===== src/rtl/c_neuron_seq.sv =====
// Sequencer for a c_neuron bank: weight-load strobe, accumulator clear, 15-sample lockstep stream, result capture.
// Result is returned on a valid/ready port; input stalls and output backpressure hold the job in place.
module c_neuron_seq #(
   parameter int NUM_NEURONS = 8,
   parameter int VEC_LEN     = 15
) (
   input  logic                   clk,
   input  logic                   rst_n,
   input  logic                   abort,
   input  logic                   cfg_valid,
   output logic                   cfg_ready,
   input  logic                   in_valid,
   input  logic [8:0]             in_data,
   output logic                   in_ready,
   output logic                   n_z,
   output logic                   n_en,
   output logic                   n_wr_weights,
   output logic [8:0]             n_d,
   input  logic [NUM_NEURONS-1:0] n_q,
   output logic                   out_valid,
   output logic [NUM_NEURONS-1:0] out_q,
   input  logic                   out_ready,
   output logic                   busy
);

   typedef enum logic [2:0] {
      S_IDLE,
      S_LOAD,
      S_ZERO,
      S_RUN,
      S_CAPTURE,
      S_OUT
   } state_t;

   localparam logic [3:0] LP_LAST = 4'(VEC_LEN - 1);

   state_t                 r_state;
   state_t                 w_state_nxt;
   logic [3:0]             r_cnt;
   logic [3:0]             w_cnt_nxt;
   logic [NUM_NEURONS-1:0] r_out_q;
   logic                   w_take;

   always_ff @(posedge clk or negedge rst_n) begin
      if (!rst_n) begin
         r_state <= S_IDLE;
         r_cnt   <= 4'd0;
         r_out_q <= '0;
      end else begin
         r_state <= w_state_nxt;
         r_cnt   <= w_cnt_nxt;
         if (r_state == S_CAPTURE && !abort) begin
            r_out_q <= n_q;
         end
      end
   end

   // A sample is only consumed while the job is alive; a cancelling cycle takes nothing.
   assign w_take = (r_state == S_RUN) && in_valid && !abort;

   always_comb begin
      w_state_nxt = r_state;
      w_cnt_nxt   = r_cnt;
      case (r_state)
         S_IDLE: begin
            if (cfg_valid) begin
               w_state_nxt = S_LOAD;
            end else if (in_valid) begin
               w_state_nxt = S_ZERO;
            end
         end
         S_LOAD: begin
            w_state_nxt = S_IDLE;
         end
         S_ZERO: begin
            w_cnt_nxt   = 4'd0;
            w_state_nxt = S_RUN;
         end
         S_RUN: begin
            if (w_take) begin
               w_cnt_nxt = r_cnt + 4'd1;
               if (r_cnt == LP_LAST) begin
                  w_state_nxt = S_CAPTURE;
               end
            end
         end
         S_CAPTURE: begin
            w_state_nxt = S_OUT;
         end
         S_OUT: begin
            if (out_ready) begin
               w_state_nxt = in_valid ? S_ZERO : S_IDLE;
            end
         end
         default: begin
            w_state_nxt = S_IDLE;
         end
      endcase
      if (abort) begin
         w_state_nxt = S_IDLE;
      end
   end

   always_comb begin
      cfg_ready    = 1'b0;
      in_ready     = 1'b0;
      n_z          = 1'b0;
      n_en         = 1'b0;
      n_wr_weights = 1'b0;
      n_d          = 9'd0;
      out_valid    = 1'b0;
      busy         = (r_state != S_IDLE);
      case (r_state)
         S_IDLE: cfg_ready    = 1'b1;
         S_LOAD: n_wr_weights = 1'b1;
         S_ZERO: n_z          = 1'b1;
         S_RUN: begin
            in_ready = 1'b1;
            n_en     = w_take;
            n_d      = in_data;
         end
         S_OUT:   out_valid = 1'b1;
         default: ;
      endcase
   end

   assign out_q = r_out_q;

endmodule


===== config.mk =====
export PLATFORM = sky130hd
export DESIGN_NAME = c_neuron_seq
export DESIGN_NICKNAME = d
export VERILOG_FILES = /design/src/rtl/c_neuron_seq.sv
export SDC_FILE = /design/constraint.sdc
export NUM_CORES = 1
export LEC_CHECK = 0
export ABC_AREA = 1
export BUFFER_PORTS_ARGS = -buffer_cell sky130_fd_sc_hd__buf_2
export CAP_MARGIN = 20
export CORE_MARGIN = 2
export CORE_UTILIZATION = 44
export CTS_CLUSTER_SIZE = 16
export DETAILED_ROUTE_END_ITERATION = 16
export PLACE_DENSITY_LB_ADDON = 0.1
export SYNTH_ARGS = -nofsm -noshare
export SYNTH_HDL_FRONTEND = slang
export SYNTH_SLANG_ARGS = --single-unit
export TNS_END_PERCENT = 50

===== constraint.sdc =====
create_clock -name clk -period 1.65 [get_ports clk]
set_input_delay 0.2475 -clock clk [delete_from_list [all_inputs] [get_ports clk]]
set_output_delay 0.2475 -clock clk [all_outputs]
set_load 0.1 [all_outputs]

======== Word-level counts from Yosys, hierarchy flattened ========
Cells that the tools add are included.
storage, ports and cells
  bits in registers ....................... 15
  input port bits ......................... 23
  output and inout port bits .............. 24
operators by class
  add/subtract/negate cells ............... 1
  equal/unequal tests ..................... 11
  multiplexer cells ....................... 17
  reductions and logical operators ........ 9
operator list
  cell                                                                     number
  3-bit 2-to-1 mux                                                         6
  3-bit case mux with 5 select lines                                       1
  9-bit 2-to-1 mux                                                         1
  4-bit case mux with 2 select lines                                       1
  3-bit by 2-bit == test with 1-bit output, second input constant          2
  3-bit == test, second input constant                                     2
  1-bit 2-to-1 mux                                                         6
  3-bit inequality test, second input constant                             2
  4-bit by 1-bit adder with 4-bit output, second input constant            1
  4-bit == test, second input constant                                     1
  4-bit 2-to-1 mux                                                         1
  4-bit inequality test, second input constant                             1
  4-bit AND reduction                                                      1
  3-bit by 1-bit == test with 1-bit output, second input constant          1
  1-bit logical AND                                                        3
  3-bit zero test                                                          1
  3-bit by 2-bit inequality test with 1-bit output, second input constant  1
  3-bit nonzero test                                                       1
  2-bit 2-to-1 mux                                                         1
  2-bit inequality test, second input constant                             1
  2-bit AND reduction                                                      1
  2-bit nonzero test                                                       1
  1-bit zero test                                                          1

======== Logic depth before layout (Yosys ltp) ========
Gate-level depths: netlist of the first run.
  word-level depth ........................ 6
  gate-level depth with buffers ........... 10
  mapped depth without buffers ............ 10

======== Worst setup path after synthesis of the first run ========
OpenSTA, ideal clock, no wires.
  kind .................................... flip-flop to flip-flop
  start point ............................. register r_state[2]
  end point ............................... register r_state[2]
  data arrival time ....................... 3,009 ps
  data required time ...................... 1,573 ps
  path slack .............................. -1,437 ps
  cell stages (with the launch flop) ...... 6
  buffers on the path ..................... 1
  period minus slack after synthesis ...... 3,087 ps
  cells stage by stage .................... dfrtp_1 clkbuf_2 inv_1 nor3_1 nand3_1 nand2_1
on the way
  cells in the longest elaborated chain, start to end .. 5
  elaborated cells on any way between the ends .. 14
  classes of those cells .................. eq/ne: 8; mux: 2; reduce/logical: 4
RTL lines
  item                                      line    source
  from (decl)                               37      state_t r_state;
  from (signal assigned)                    50      r_state <= w_state_nxt;
  3-bit by 2-bit == test with 1-bit output  59, 64
  1-bit logical AND (2 in a row)            59      assign w_take = (r_state == S_RUN) && in_valid && !abort;
  3-bit inequality test (no line)           --
  4-bit AND reduction (no line)             --
Several ways; a longest one is shown, not always the timed one.
A chain may end at the register's enable or synchronous reset.

======== Final worst setup path of the first run ========
  start point ............................. register r_state[2]
  end point ............................... output port n_d[4]
on the way
  cells in the longest elaborated chain, start to end .. 2
RTL lines
  item                                      line  source
  3-bit by 2-bit == test with 1-bit output  113   case (r_state)
  9-bit 2-to-1 mux                          113
  to (decl)                                 18    output logic [8:0] n_d,
Every way passes these cells.

==> summary.md, run 1 <==
## Outcome
• result of the run: finished, violations left
• failing checks: setup timing

## Yosys
• syn avg cell area: 8.15 um2
• library cells used by synthesis: 20
• gate count of the mapped netlist: 111
• count of warnings emitted by yosys: 0
• synthesized net count: 136
• portion of the post-synthesis area used by sequential elements: 0.415
• synthesized flop and latch total: 15
• post-synth design cell area: 905 um2

## Worst setup path
• CP cell instances: nor2_4, inv_2, buf_12, nor2_4, buf_12
• startpoint of the worst register-to-register path: r_state[0]
• buffers plus inverters on the worst setup path: 3
• arrival time at the worst endpoint: 1.40 ns
• Setup crit end kind: output port
• critical path peak fanout: 11
• CP peak stage delay: 0.47 ns
• CP required: 1.40 ns
• library cell contributing the largest single delay on the critical path: dfrtp_2
• worst setup path class: reg2out
• number of logic stages on the critical path including buffering: 5
• reg-to-reg setup timing slack: 0.13 ns
• startpoint class of the critical path: flip-flop
• family of cells with the greatest summed delay on the critical path: flip-flops
• critical register-to-register path endpoint: out_q[6]
• Worst Reg-to-Reg Cells: 5

## Finish
• most frequent standard cell in the layout excluding fill and tap cells: buf_2
• number of antenna cells inserted: 0
• Final Instance Area: 1630 um2
• net total in the final layout: 196
• number of inserted filler cells in the final layout: 131
• flip-flop and latch area: 379 um2
• final core area utilization: 0.838
• highest-count cells in the layout ignoring fill and taps: 30 x buf_2, 20 x inv_1, 20 x nand2_1, 17 x buf_12
• area occupied by multi-input gates: 512 um2
• Area growth syn-to-layout: 79.9%
• share of layout cells above drive strength 1: 0.559

## Placed design
• final estimated routing congestion in global placement: 0.848
• placed cell areas: 1520 um2
• count of input and output buffers: 46
• HPWL after detailed placement: 1.76 mm

## Min path
• worst hold path type: in2reg
• cell depth of the worst min-delay path: 2
• hold_sp: n_q[4]
• worst hold path endpoint: out_q[4]

## Clocking
• sink count of the clock tree: 15
• Clock Root Buffer: clkbuf_4
• CTS tree: built
• TritonCTS buffer count: 3
• H-tree level count: 1
• Reg clk slew, reported paths: 0.08 ns
• Longest Clk Path Bufs: 2
• clk_lat worst skew: 0.30 ns

## Pwr
• worst supply voltage drop on vdd: 1.72 mV
• Clock power frac: 0.078
• Switch Pwr: 0.00161 W
• Comb power frac: 0.724
• proportion of power drawn by flip-flops and latches: 0.197
• P_leak: 0.852 nW
• Pint: 0.00111 W
• total power density per cell area: 1670 nW/um2
• sw frac: 0.593

## Detailed routing
• Initial DRT Pass Iterations: 5
• # DRC: 0
• final routed wire length divided by cell count: 11.7 um
• total number of vias: 918
• WL final: 2.31 mm
• number of DRC markers in iteration 0: 13
• post-route antenna net violation count: 0
• via density per instance: 4.66

## Timing
• Final Critical Period: 1.65 ns
• headroom to the max-slew limit: 0.676
• Slew @ Worst Pin: 0.490 ns
• least setup slack across all paths after layout: -0.00101 ns
• final count of negative-setup-slack endpoints: 2
• summed negative setup slack over all endpoints: -0.00174 ns
• worst clock skew: 0.00711 ns
• share of the clock period used by the worst path: 1.00
• final count of hold timing violations: 0
• number of max-slew violations in the final report: 0
• achievable frequency: 606 MHz
• RSZ-0062 raised after global routing: true

## Floorplan
• number of I/O pins: 47
• Rows: 16
• Die Span Y: 49.3 um
• Total Die Area: 2430 um2
• starting density of the core: 0.466
• DIE WIDTH: 49.3 um
• Core Area: 1940 um2

## Global routing
• antenna violations before repair: 0
• vias in the first global route: 885
• global-route wire length before repair: 3.82 mm
• Total GRT Usage: 0.216
• pin count of the biggest net entering global routing: 16
• remaining global-route overflow: 0

## Run
• total of max-cap violations: 0

-- how the worst max path moves through the flow --
stage,from,endpoint,slack [ns]
after CTS,r_state[2],n_d[4],-0.01
after floorplan,r_state[1],n_d[0],-0.46
after detailed placement,r_state[0],n_d[0],0.20
after global routing,r_state[2],n_d[1],-0.07
final,r_state[2],n_d[4],-0.001
after global placement,r_state[0],n_d[0],0.21
-- metrics by stage --
step                total power (W)  setup WS [ns]  hold slack, ns  std cells
CTS                         0.00269        -0.0130           0.179        196
global placement            0.00241          0.208           0.155        185
floorplan                   0.00194         -0.459         -0.0481        111
global route                0.00282        -0.0702           0.169        197
finish                      0.00272       -0.00101           0.172        197
detailed placement          0.00244          0.198           0.160        185
-- registers in the layout (all words and copies together), names as in the netlist --
| name | cells |
|---|---|
| r_state | 3 |
| out_q | 8 |
| r_cnt | 4 |
-- cells by family after synthesis --
| group | count (synthesis) | synth area share |
|---|---|---|
| XOR/XNOR | 2 | 0.0194 |
| AO/OA/AOI/OAI | 5 | 0.0332 |
| AND/OR/NAND/NOR | 51 | 0.279 |
| multiplexers | 8 | 0.0996 |
| adder cells (fa/ha/maj) | 2 | 0.0277 |
| flip-flops | 15 | 0.415 |
| buffers and inverters | 28 | 0.126 |
-- per-layer routing --
metal / vias up / wire length, um / global-route usage
li1: 463 / - / -
met2: 25 / 1320 / 0.392
met1: 425 / 806 / 0.218
met5: - / 0 / 0
met4: 0 / 48 / 0.114
met3: 5 / 134 / 0.0675
-- synth_stat cells (all sizes together) --
cell | number | area [um2]
xor2 | 2 | 17.5
nand2 | 23 | 91.3
dfrtp | 15 | 375
nand4 | 3 | 18.8
nor2 | 12 | 67.6
buf | 1 | 11.3
o21ai | 4 | 20.0
clkinv | 1 | 3.75
mux2 | 8 | 90.1
ha | 2 | 25.0
nor3 | 2 | 10.0
o211a | 1 | 10.0
inv | 25 | 93.8
clkbuf | 1 | 5.00
nand3 | 11 | 65.1
-- power by group through the flow --
stage | clock, W | sequential, W | combinational, W
6_report | 0.000212 | 0.000536 | 0.00197
5_1_grt | 0.000233 | 0.000551 | 0.00203
4_1_cts | 0.000212 | 0.000535 | 0.00195
3_5_place_dp | 0 | 0.000552 | 0.00189
3_3_place_gp | 0 | 0.000544 | 0.00187
2_1_floorplan | 0 | 0.00114 | 0.000797
-- timing repair --
item,4_1_cts,5_1_grt
setup buffers,6,1
hold buffers,1,0
gates resized for setup,2,3
endpoints found under the hold margin,15,0
setup endpoints to repair,13,14
gates cloned,0,0
pin swaps,3,2
-- final cells by class --
| type | count | area share |
|---|---|---|
| tap | 27 | 0.0208 |
| multi-input combinational | 68 | 0.314 |
| sequential | 15 | 0.233 |
| inverter | 26 | 0.0646 |
| timing repair buffer | 57 | 0.351 |
| clock buffer | 4 | 0.0161 |
Power figures use the tool's default switching activity.
==> run 2: changes to the inputs <==
--- a/config.mk
+++ b/config.mk
@@ -9,7 +9,7 @@
 export BUFFER_PORTS_ARGS = -buffer_cell sky130_fd_sc_hd__buf_2
 export CAP_MARGIN = 20
 export CORE_MARGIN = 2
-export CORE_UTILIZATION = 44
+export CORE_UTILIZATION = 35
 export CTS_CLUSTER_SIZE = 16
 export DETAILED_ROUTE_END_ITERATION = 16
 export PLACE_DENSITY_LB_ADDON = 0.1
==> constraint.sdc (replaced) <==
create_clock -name clk -period 1.3 [get_ports clk]
set_input_delay 0.195 -clock clk [delete_from_list [all_inputs] [get_ports clk]]
set_output_delay 0.195 -clock clk [all_outputs]
set_load 0.1 [all_outputs]
==> summary.md, run 2 (synthesis results as in run 1) <==
## Outcome
• result of the run: finished, violations left
• failing checks: setup timing

## Finish
• Final Instance Area: 1800 um2
• share of layout cells above drive strength 1: 0.612
• number of inserted filler cells in the final layout: 197
• highest-count cells in the layout ignoring fill and taps: 27 x buf_2, 19 x nand2_1, 18 x inv_1, 18 x buf_12, 16 x buf_4
• final core area utilization: 0.733
• net total in the final layout: 209
• number of antenna cells inserted: 0
• post-route insts no fill: 213
• number of flip-flops under the largest register name: 8
• Area growth syn-to-layout: 99.0%
• most frequent standard cell in the layout excluding fill and tap cells: buf_2

## Worst setup path
• critical register-to-register path endpoint: out_q[2]
• worst setup path class: reg2out
• Worst Reg-to-Reg Cells: 6
• Setup crit end kind: output port
• startpoint class of the critical path: flip-flop
• arrival time at the worst endpoint: 1.40 ns
• crit path launch: r_state[1]
• CP Capture Point: out_valid
• startpoint of the worst register-to-register path: r_state[1]
• critical path peak fanout: 5
• reg-to-reg setup timing slack: -0.17 ns
• CP required: 1.11 ns

## Pwr
• sw frac: 0.568
• total power density per cell area: 2080 nW/um2
• P_leak: 0.926 nW
• Comb power frac: 0.748
• Switch Pwr: 0.00213 W
• worst supply voltage drop on vdd: 2.08 mV
• Clock power frac: 0.068
• Pint: 0.00162 W
• proportion of power drawn by flip-flops and latches: 0.184

## Floorplan
• DIE WIDTH: 54.8 um
• number of I/O pins: 47
• Core Area: 2450 um2
• Die Span Y: 54.8 um
• Total Die Area: 3010 um2
• starting density of the core: 0.369
• Rows: 18

## Clocking
• Longest Clk Path Bufs: 2
• H-tree level count: 1
• CTS tree: built
• TritonCTS buffer count: 3
• sink count of the clock tree: 15
• Reg clk slew, reported paths: 0.08 ns
• Clock Root Buffer: clkbuf_4
• clk_lat worst skew: 0.28 ns

## Detailed routing
• total number of vias: 968
• final routed wire length divided by cell count: 11.7 um
• post-route antenna net violation count: 0
• Initial DRT Pass Iterations: 5
• number of DRC markers in iteration 0: 9
• via density per instance: 4.54
• # DRC: 0
• WL final: 2.50 mm

## Timing
• headroom to the max-slew limit: 0.678
• summed negative setup slack over all endpoints: -5.39 ns
• Final Critical Period: 1.60 ns
• Slew @ Worst Pin: 0.486 ns
• achievable frequency: 626 MHz
• RSZ-0062 raised after global routing: true
• final count of hold timing violations: 0
• least setup slack across all paths after layout: -0.296 ns
• worst clock skew: 0.00252 ns
• number of max-slew violations in the final report: 0
• final count of negative-setup-slack endpoints: 26
• share of the clock period used by the worst path: 1.23

## Global routing
• antenna violations before repair: 0
• pin count of the biggest net entering global routing: 16
• Total GRT Usage: 0.174
• vias in the first global route: 867
• remaining global-route overflow: 0
• global-route wire length before repair: 3.64 mm

## Placed design
• count of input and output buffers: 46
• final estimated routing congestion in global placement: 0.887
• setup slack at placement: -0.0565 ns
• number of instances in the placed design: 197
• placed cell areas: 1600 um2
• HPWL after detailed placement: 1.87 mm

## Min path
• cell depth of the worst min-delay path: 2
• worst hold path type: in2reg

## Run
• total of max-cap violations: 0

run 2: changes by cell type in the layout (fill, tap and decap cells not counted), sizes merged:
cell,change
clkbuf,+3
buf,+10
run 2: critical path, cell delays in order, from the launching register on:
cell	delay, ns
dfrtp_2	0.42
buf_6	0.14
buf_6	0.12
nor3_4	0.23
buf_12	0.21
run 2: cell type report:
type,instances,area [um2],share of cell area
multi-input cells,68,548,0.304
repair buffers,70,704,0.391
clock buffers,4,26.3,0.0146
well taps,30,37.5,0.0208
inverters,26,105,0.0584
flip-flops and latches,15,379,0.211
run 2: layer usage:
| layer | vias to the layer above | part of all wire | wire length [um] | track usage |
|---|---|---|---|---|
| met1 | 450 | 0.37 | 937 | 0.209 |
| met5 | - | 0 | 0 | 0 |
| met4 | 0 | 0.0060 | 15 | 0.0500 |
| met2 | 29 | 0.57 | 1420 | 0.298 |
| li1 | 487 | - | - | - |
| met3 | 2 | 0.052 | 130 | 0.0519 |
run 2: through the flow:
step / hold WS (ns) / power (W)
detailed placement: 0.113 / 0.00319
global placement: 0.109 / 0.00316
CTS: 0.130 / 0.00358
finish: 0.141 / 0.00375
global route: 0.131 / 0.00392
floorplan: -0.101 / 0.00246
run 2: worst min path at each step:
stage                start        to
finish              n_q[4]  out_q[4]
CTS                 n_q[4]  out_q[4]
detailed placement   rst_n  out_q[6]
global route        n_q[6]  out_q[6]
floorplan            rst_n  out_q[0]
global placement     rst_n  out_q[6]
run 2: timing repair:
| item | in CTS | in global routing |
|---|---|---|
| hold buffers | 1 | 0 |
| buffers inserted | 4 | 7 |
| gates resized for setup | 9 | 11 |
| hold endpoints to repair | 15 | 0 |
| setup endpoints to repair | 24 | 30 |
| pin swaps | 4 | 2 |
run 2: power groups by stage:
stage | clock network (W) | registers [W] | logic (W)
after floorplan | 0 | 0.00145 | 0.00101
after global placement | 0 | 0.000685 | 0.00248
after detailed placement | 0 | 0.000695 | 0.00250
after CTS | 0.000270 | 0.000688 | 0.00262
after global routing | 0.000297 | 0.000713 | 0.00291
final | 0.000254 | 0.000692 | 0.00280
==> run 3: changes to the inputs <==
--- a/config.mk
+++ b/config.mk
@@ -9,7 +9,7 @@
 export BUFFER_PORTS_ARGS = -buffer_cell sky130_fd_sc_hd__buf_2
 export CAP_MARGIN = 20
 export CORE_MARGIN = 2
-export CORE_UTILIZATION = 35
+export CORE_UTILIZATION = 40
 export CTS_CLUSTER_SIZE = 16
 export DETAILED_ROUTE_END_ITERATION = 16
 export PLACE_DENSITY_LB_ADDON = 0.1
==> summary.md, run 3 (synthesis results as in run 1) <==
## Global routing
• Total GRT Usage: 0.217
• antenna violations before repair: 0
• remaining global-route overflow: 0
• global-route wire length before repair: 4.14 mm
• pin count of the biggest net entering global routing: 16
• vias in the first global route: 957

## Timing
• Final Critical Period: 1.64 ns
• share of the clock period used by the worst path: 1.26
• final count of negative-setup-slack endpoints: 30
• Slew @ Worst Pin: 0.487 ns
• RSZ-0062 raised after global routing: true
• least setup slack across all paths after layout: -0.341 ns
• achievable frequency: 609 MHz
• worst clock skew: 0.00765 ns
• hold slack final: 0.128 ns
• headroom to the max-slew limit: 0.677
• number of max-slew violations in the final report: 0
• final count of hold timing violations: 0
• summed negative setup slack over all endpoints: -7.10 ns

## Pwr
• worst supply voltage drop on vdd: 2.51 mV
• total power density per cell area: 2060 nW/um2
• P_leak: 0.941 nW

## Worst setup path
• worst setup path class: reg2out
• startpoint of the worst register-to-register path: r_state[0]
• buffers plus inverters on the worst setup path: 3
• CP required: 1.11 ns
• Setup crit end kind: output port
• number of logic stages on the critical path including buffering: 6
• arrival time at the worst endpoint: 1.45 ns
• library cell contributing the largest single delay on the critical path: dfrtp_2
• reg-to-reg setup timing slack: -0.29 ns
• critical path peak fanout: 6
• Worst Reg-to-Reg Cells: 10
• startpoint class of the critical path: flip-flop
• CP cell instances: nand2_2, nor2_4, buf_12, inv_8, nor2_4, buf_12
• family of cells with the greatest summed delay on the critical path: flip-flops
• CP peak stage delay: 0.42 ns
• critical register-to-register path endpoint: r_state[2]

## Placed design
• final estimated routing congestion in global placement: 0.918
• count of input and output buffers: 46
• HPWL after detailed placement: 1.88 mm

## Min path
• worst hold path type: in2reg
• hold_sp: n_q[1]
• worst hold path endpoint: out_q[1]
• cell depth of the worst min-delay path: 2

## Clocking
• Clock Root Buffer: clkbuf_4
• Longest Clk Path Bufs: 2
• Reg clk slew, reported paths: 0.09 ns
• TritonCTS buffer count: 3
• sink count of the clock tree: 15
• H-tree level count: 1
• CTS tree: built
• clk_lat worst skew: 0.29 ns

## Detailed routing
• post-route antenna net violation count: 0
• total number of vias: 1040
• Initial DRT Pass Iterations: 4
• # DRC: 0
• final routed wire length divided by cell count: 15.3 um
• number of DRC markers in iteration 0: 13
• WL final: 3.28 mm
• via density per instance: 4.84

## Floorplan
• starting density of the core: 0.417
• Core Area: 2170 um2
• Rows: 17
• Total Die Area: 2660 um2
• DIE WIDTH: 51.6 um
• Die Span Y: 51.6 um
• number of I/O pins: 47

## Finish
• number of flip-flops under the largest register name: 8
• Area growth syn-to-layout: 102%
• most frequent standard cell in the layout excluding fill and tap cells: buf_2
• share of layout cells above drive strength 1: 0.615
• number of antenna cells inserted: 0
• net total in the final layout: 213
• highest-count cells in the layout ignoring fill and taps: 28 x buf_2, 20 x inv_1, 20 x buf_4, 18 x nand2_1, 17 x buf_12
• final core area utilization: 0.844

## Run
• total of max-cap violations: 0

## Outcome
• failing checks: setup timing
• result of the run: finished, violations left

-- run 3: cell count changes in the layout (fill, tap and decap cells not counted), sizes merged --
cell,delta
buf,+4
clkbuf,-1
inv,+1
-- run 3: layout make-up --
cell class,instances,area (um2)
sequential,15,379
inverter,26,113
clock buffer,4,26.3
multi-input combinational,68,561
timing repair inverter,1,6.26
timing repair buffer,73,712
fill,133,338
tap,28,35.0
-- run 3: worst max-delay path by stage --
stage          startpoint     end
3_5_place_dp   r_state[1]  n_d[0]
4_1_cts        r_state[2]  n_d[0]
6_report       r_state[0]  n_d[8]
5_1_grt        r_state[1]  n_d[8]
3_3_place_gp   r_state[1]  n_d[0]
2_1_floorplan  r_state[1]  n_d[0]
-- run 3: what timing repair did --
item	in CTS	in global routing
resized for setup	11	14
pin swaps	2	6
setup buffers	7	7
endpoints found under the hold margin	15	0
endpoints found under the setup margin	26	31
hold buffers	1	0
cloned	0	1
-- run 3: per-layer routing --
metal,vias to the layer above,part of all wire,track usage
met4,0,0.025,0.0658
met1,510,0.34,0.232
met3,8,0.036,0.0661
li1,497,-,-
met5,-,0,0
met2,25,0.60,0.404
-- run 3: per-stage QoR --
step	instance area, um2	cells	power, W	setup WS (ns)
after floorplan	1000	111	0.00246	-0.756
after global placement	1580	195	0.00315	-0.0589
after detailed placement	1580	195	0.00319	-0.105
after CTS	1710	207	0.00361	-0.312
after global routing	1830	215	0.00390	-0.390
final	1830	215	0.00378	-0.341
-- run 3: power breakdown --
group,switching [W],internal (W),total (W)
registers,0.0000933,0.000604,0.000698
logic,0.00195,0.000860,0.00281
clock network,0.000153,0.000120,0.000272
